**src/rtl/cc_400_reader.sv**
```systemverilog
// cc_400_reader: strobes cc_400 with read_out pulses, captures the returned bytes
// and keeps count/sum/min/max statistics over N_READS reads.
module cc_400_reader #(
  parameter int N_READS   = 400,
  parameter int PULSE_LEN = 17,
  parameter int GAP_LEN   = 67,
  parameter int CNT_W     = 9,
  parameter int SUM_W     = 17
) (
  input  logic             clk,
  input  logic             rst,
  input  logic             start,
  input  logic             up_state,
  input  logic [7:0]       num,
  output logic             read_out,
  output logic [7:0]       sample,
  output logic             sample_vld,
  output logic [CNT_W-1:0] rd_cnt,
  output logic [SUM_W-1:0] sum,
  output logic [7:0]       min_val,
  output logic [7:0]       max_val,
  output logic             busy,
  output logic             done
);
  localparam int TMR_MAX = (PULSE_LEN > GAP_LEN) ? PULSE_LEN : GAP_LEN;
  localparam int TMR_W   = $clog2(TMR_MAX + 1);

  typedef enum logic [2:0] {IDLE, WAIT_RDY, PULSE, CAPTURE, GAP, DONE} state_t;

  state_t           r_state, w_next;
  logic [TMR_W-1:0] r_tmr;
  logic             r_start_q, r_armed;
  logic             w_rise, w_busy_st, w_pulse_end, w_gap_end;
  logic [CNT_W-1:0] w_cnt_nxt;

  // r_armed blocks a start that is already high when reset releases
  assign w_rise      = start & ~r_start_q & r_armed;
  assign w_busy_st   = r_state inside {WAIT_RDY, PULSE, CAPTURE, GAP};
  assign w_pulse_end = r_tmr == TMR_W'(PULSE_LEN - 1);
  assign w_gap_end   = r_tmr == TMR_W'(GAP_LEN - 1);
  assign w_cnt_nxt   = rd_cnt + 1'b1;

  // The last GAP cycle jumps straight to PULSE when ready, keeping the period at PULSE_LEN+1+GAP_LEN
  always_comb begin
    w_next = r_state;
    case (r_state)
      IDLE:     w_next = w_rise ? WAIT_RDY : IDLE;
      WAIT_RDY: w_next = up_state ? PULSE : WAIT_RDY;
      PULSE:    w_next = w_pulse_end ? CAPTURE : PULSE;
      CAPTURE:  w_next = (w_cnt_nxt == CNT_W'(N_READS)) ? DONE : GAP;
      GAP:      w_next = !w_gap_end ? GAP : (up_state ? PULSE : WAIT_RDY);
      DONE:     w_next = start ? DONE : IDLE;
      default:  w_next = IDLE;
    endcase
    if (w_busy_st && !start) w_next = IDLE;
  end

  always_ff @(posedge clk or posedge rst) begin
    if (rst) begin
      r_state    <= IDLE;
      r_tmr      <= '0;
      r_start_q  <= 1'b0;
      r_armed    <= 1'b0;
      read_out   <= 1'b0;
      sample     <= '0;
      sample_vld <= 1'b0;
      rd_cnt     <= '0;
      sum        <= '0;
      min_val    <= 8'hFF;
      max_val    <= '0;
      busy       <= 1'b0;
      done       <= 1'b0;
    end else begin
      r_state    <= w_next;
      r_tmr      <= (w_next == r_state) ? r_tmr + 1'b1 : '0;
      r_start_q  <= start;
      r_armed    <= r_armed | ~start;
      read_out   <= w_next == PULSE;
      busy       <= w_next inside {WAIT_RDY, PULSE, CAPTURE, GAP};
      done       <= w_next == DONE;
      sample_vld <= 1'b0;
      if (r_state == IDLE && w_rise) begin
        rd_cnt  <= '0;
        sum     <= '0;
        sample  <= '0;
        min_val <= 8'hFF;
        max_val <= '0;
      end
      if (r_state == CAPTURE && w_next != IDLE) begin
        sample     <= num;
        sample_vld <= 1'b1;
        sum        <= sum + SUM_W'(num);
        rd_cnt     <= w_cnt_nxt;
        min_val    <= (num < min_val) ? num : min_val;
        max_val    <= (num > max_val) ? num : max_val;
      end
    end
  end
endmodule

```
**config.mk**
```make
export PLATFORM = sky130hd
export DESIGN_NAME = cc_400_reader
export DESIGN_NICKNAME = d
export VERILOG_FILES = /design/src/rtl/cc_400_reader.sv
export SDC_FILE = /design/constraint.sdc
export NUM_CORES = 1
export LEC_CHECK = 0
export BUFFER_PORTS_ARGS = -buffer_cell sky130_fd_sc_hd__buf_4
export CORE_MARGIN = 10
export CORE_UTILIZATION = 48
export DETAILED_ROUTE_END_ITERATION = 8
export PLACE_DENSITY = 0.7
export SLEW_MARGIN = 40
export SYNTH_ARGS = -nofsm -noshare
export SYNTH_HDL_FRONTEND = slang
export SYNTH_SLANG_ARGS = --single-unit
```
**constraint.sdc**
```tcl
create_clock -name clk -period 2.45 [get_ports clk]
set_input_delay 0.245 -clock clk [delete_from_list [all_inputs] [get_ports clk]]
set_output_delay 0.245 -clock clk [all_outputs]
set_load 0.03 [all_outputs]
```
==> run_results.csv <==
group,metric,value,unit
worst_setup_path,ff2ff_path_depth,9,
logic_synthesis,synth-main-ff-cell,"dfrtp_1",
cells_and_area,utilization,61.0,%
logic_synthesis,synth_cell_types,59,
logic_synthesis,syn_nets,456,
timing,worst_pin_slew,0.514,ns
timing,setup_viol,0,
timing,holdWs,0.110,ns
run_status,status,"completed",
grt,grt_pass1_vias,3343,
worst_setup_path,cp_num_cells,9,
worst_setup_path,r2r_start,"sum[0]",
logic_synthesis,yosys.area.top_type,"dfrtp_1",
logic_synthesis,yosysMostFrequentCell,"dfrtp_1",
logic_synthesis,synth_area_leaders,"dfrtp_1 (37%), ha_1 (8.9%), dfstp_2 (5.4%), nand3_1 (5.1%), nand2_1 (4.6%)",
die,fp.dieW,110,um
job,cap_viol_max_count,0,
timing,tns,0,ns
drt,firstDrtPassIters,4,
grt,grt_use_total,16.6,%
drt,via_per_inst,5.59,
drt,drt-initial-drc-count,195,
grt,grt_pass1_wl,16500,um
timing,hold_viol_final,0,
drt,wire_per_inst,16.6,um
die,coreArea,0.00785,sq mm
logic_synthesis,synth.avg_cell_area,9.45,sq um
clocking,clock_latency,0.34,ns
logic_synthesis,syn_area,0.00392,sq mm
cells_and_area,instances_no_fill,593,
worst_setup_path,cp-end-kind,"flip-flop",
clocking,cts-root-buf,"clkbuf_8",
pwr,power_leakage,2.47,nW
worst_setup_path,path_class,"reg -> reg",
clocking,cts_tree,"built",
worst_setup_path,startpoint,"sum[0]",
die,core.rowCount,32,
cells_and_area,nets,527,
hold_path,hp-class,"in -> reg",
pwr,powerDensity,546,mW/mm^2
worst_setup_path,endpoint,"sum[14]",
placed_design,hpwlAfterDp,7340,um
drt,vias,3312,
worst_setup_path,arrival,2.55,ns
clocking,cts.sinks,66,
timing,finalCritPeriodShare,94.9,%
placed_design,placed_cells,576,
placed_design,place.gp.congestion,0.852,
clocking,clk_pin_slew,0.07,ns
die,die_h,110,um
die,die_area,0.0122,sq mm
worst_setup_path,reg2reg_setup_slack,0.12,ns
pwr,vdd_drop_max,0.314,mV
worst_setup_path,crit_family,"compound AO/OA/AOI/OAI gates",
logic_synthesis,synth-async-reset-ratio,100,%
timing,fmax,0.430,GHz
timing,final.setup_skew,0.00889,ns
logic_synthesis,synth_seq_cells,66,
worst_setup_path,worstPathCellList,"ha_1, fa_1, a21o_1, a21oi_1, nand2b_1, a21o_1, a21oi_1, and3_1, mux2i_1",
worst_setup_path,cp_max_fo,5,
logic_synthesis,netlist_instances,415,
die,start_util,50.0,%
drt,drc,0,
cells_and_area,n_antenna_cell,0,
worst_setup_path,required,2.67,ns
timing,grt_setup_unrepaired,"no",
clocking,cts-htree-levels,3,
logic_synthesis,synth_edf_count,0,
placed_design,numPortBuffers,65,
timing,fin_crit,2.33,ns
worst_setup_path,max_stage_delay,0.41,ns
cells_and_area,syn_to_final_growth,22.0,%
cells_and_area,fillCellCount,733,
clocking,tritoncts.num_buffers,9,
worst_setup_path,crit_slowest_cell,"dfrtp_1",
worst_setup_path,startpoint_type,"flip-flop",
die,io_pins,66,
grt,grt_overflow_total,0,
drt,ant_nets,0,
grt,antenna_found_initial,0,
timing,maxSlewViolCount,0,
worst_setup_path,reg2reg_to,"sum[14]",
logic_synthesis,synth_top_cell_area_share,37.0,%
worst_setup_path,path_buf_inv,0,
grt,grt_max_degree,47,
cells_and_area,drive_above_1_share,25.9,%
drt,wirelength,9860,um
logic_synthesis,ys_seq_area_share,42.4,%
logic_synthesis,synth_common_cells,"dfrtp_1 (58), nand2_1 (48), nand3_1 (40), ha_1 (28), inv_1 (26)",
clocking,cts_buffer_depth,2,
timing,slew_headroom,65.7,%
logic_synthesis,synth_warnings,0,
## metal layers
metal  vias to the layer above  wire length, um  track usage, %
met3                         8              596            4.99
met2                        67             4980            27.4
met4                         0               44            3.58
li1                       1615                -               -
met1                      1622             4240            21.0
met5                         -                0               0
## layout by cell type (no fill, tap or decap), drive strengths merged, types with 3 or more instances in the layout
cell and n:
mux2i 11, nand3 40, nand2 49, dfstp 8, a31oi 8, nand2b 4
ha 28, and3 9, a21oi 14, nor2 25, clkbuf 11, o21ai 32
nor4 9, nand3b 3, and2 3, xor2 7, nor3 4, a21o 8
inv 28, xnor2 7, bufinv 3, nand4 6, dfrtp 58, o22ai 7
buf 78
## state kept, by name (all words and copies together) (netlist names), 3 cells and up
| register | flops |
|---|---|
| rd_cnt | 9 |
| min_val | 8 |
| sample | 8 |
| sum | 17 |
| max_val | 8 |
| r_state | 3 |
| r_tmr | 7 |
## worst min path at each step
| stage | from | to | slack [ns] | cells past startpoint |
|---|---|---|---|---|
| 2_1_floorplan | start | r_start_q | 0.28 | 0 |
| 3_3_place_gp | rst | max_val[7] | 0.30 | 2 |
| 3_5_place_dp | rst | max_val[5] | 0.30 | 2 |
| 4_1_cts | start | r_start_q | 0.1 | 1 |
| 5_1_grt | start | r_start_q | 0.09 | 1 |
| 6_report | start | r_start_q | 0.11 | 1 |
## stage by stage
stage	cell area, sq um	power [mW]	setup WS, ns
global route	4780	2.74	0.0127
floorplan	3920	1.43	0.197
global placement	4540	1.52	0.163
CTS	4780	2.63	0.0797
finish	4780	2.61	0.125
detailed placement	4540	1.53	0.100
## what timing repair did
item / in CTS / in global routing
gates resized for setup: 0 / 1
hold endpoints to repair: 19 / 0
setup endpoints to repair: 0 / 7
hold buffers: 1 / 0
buffers inserted: 0 / 0
## report_power, final
group	internal, mW	leakage, nW	switching (mW)
Sequential	1.13	0.879	0.0553
Clock	0.676	0.114	0.427
Combinational	0.134	1.47	0.184
## cell type report
| type | count | area, sq um | share of cell area, % |
|---|---|---|---|
| multi-input combinational | 302 | 2060 | 43.1 |
| sequential | 66 | 1660 | 34.7 |
| timing repair buffer | 79 | 596 | 12.5 |
| clock buffer | 11 | 131 | 2.75 |
| tap | 102 | 128 | 2.67 |
| inverter | 28 | 105 | 2.20 |
| clock inverter | 5 | 103 | 2.14 |
## logic make-up after synthesis
family | count (synthesis) | share of synthesized area, %
muxes | 11 | 2.81
adders and majority gates | 29 | 9.44
and+or+nand+nor | 162 | 21.2
buffers and inverters | 47 | 5.14
xor gates and xnor gates | 14 | 3.13
AOI/OAI and AO/OA | 86 | 15.9
DFF | 66 | 42.4
Power figures use the tool's default switching activity.
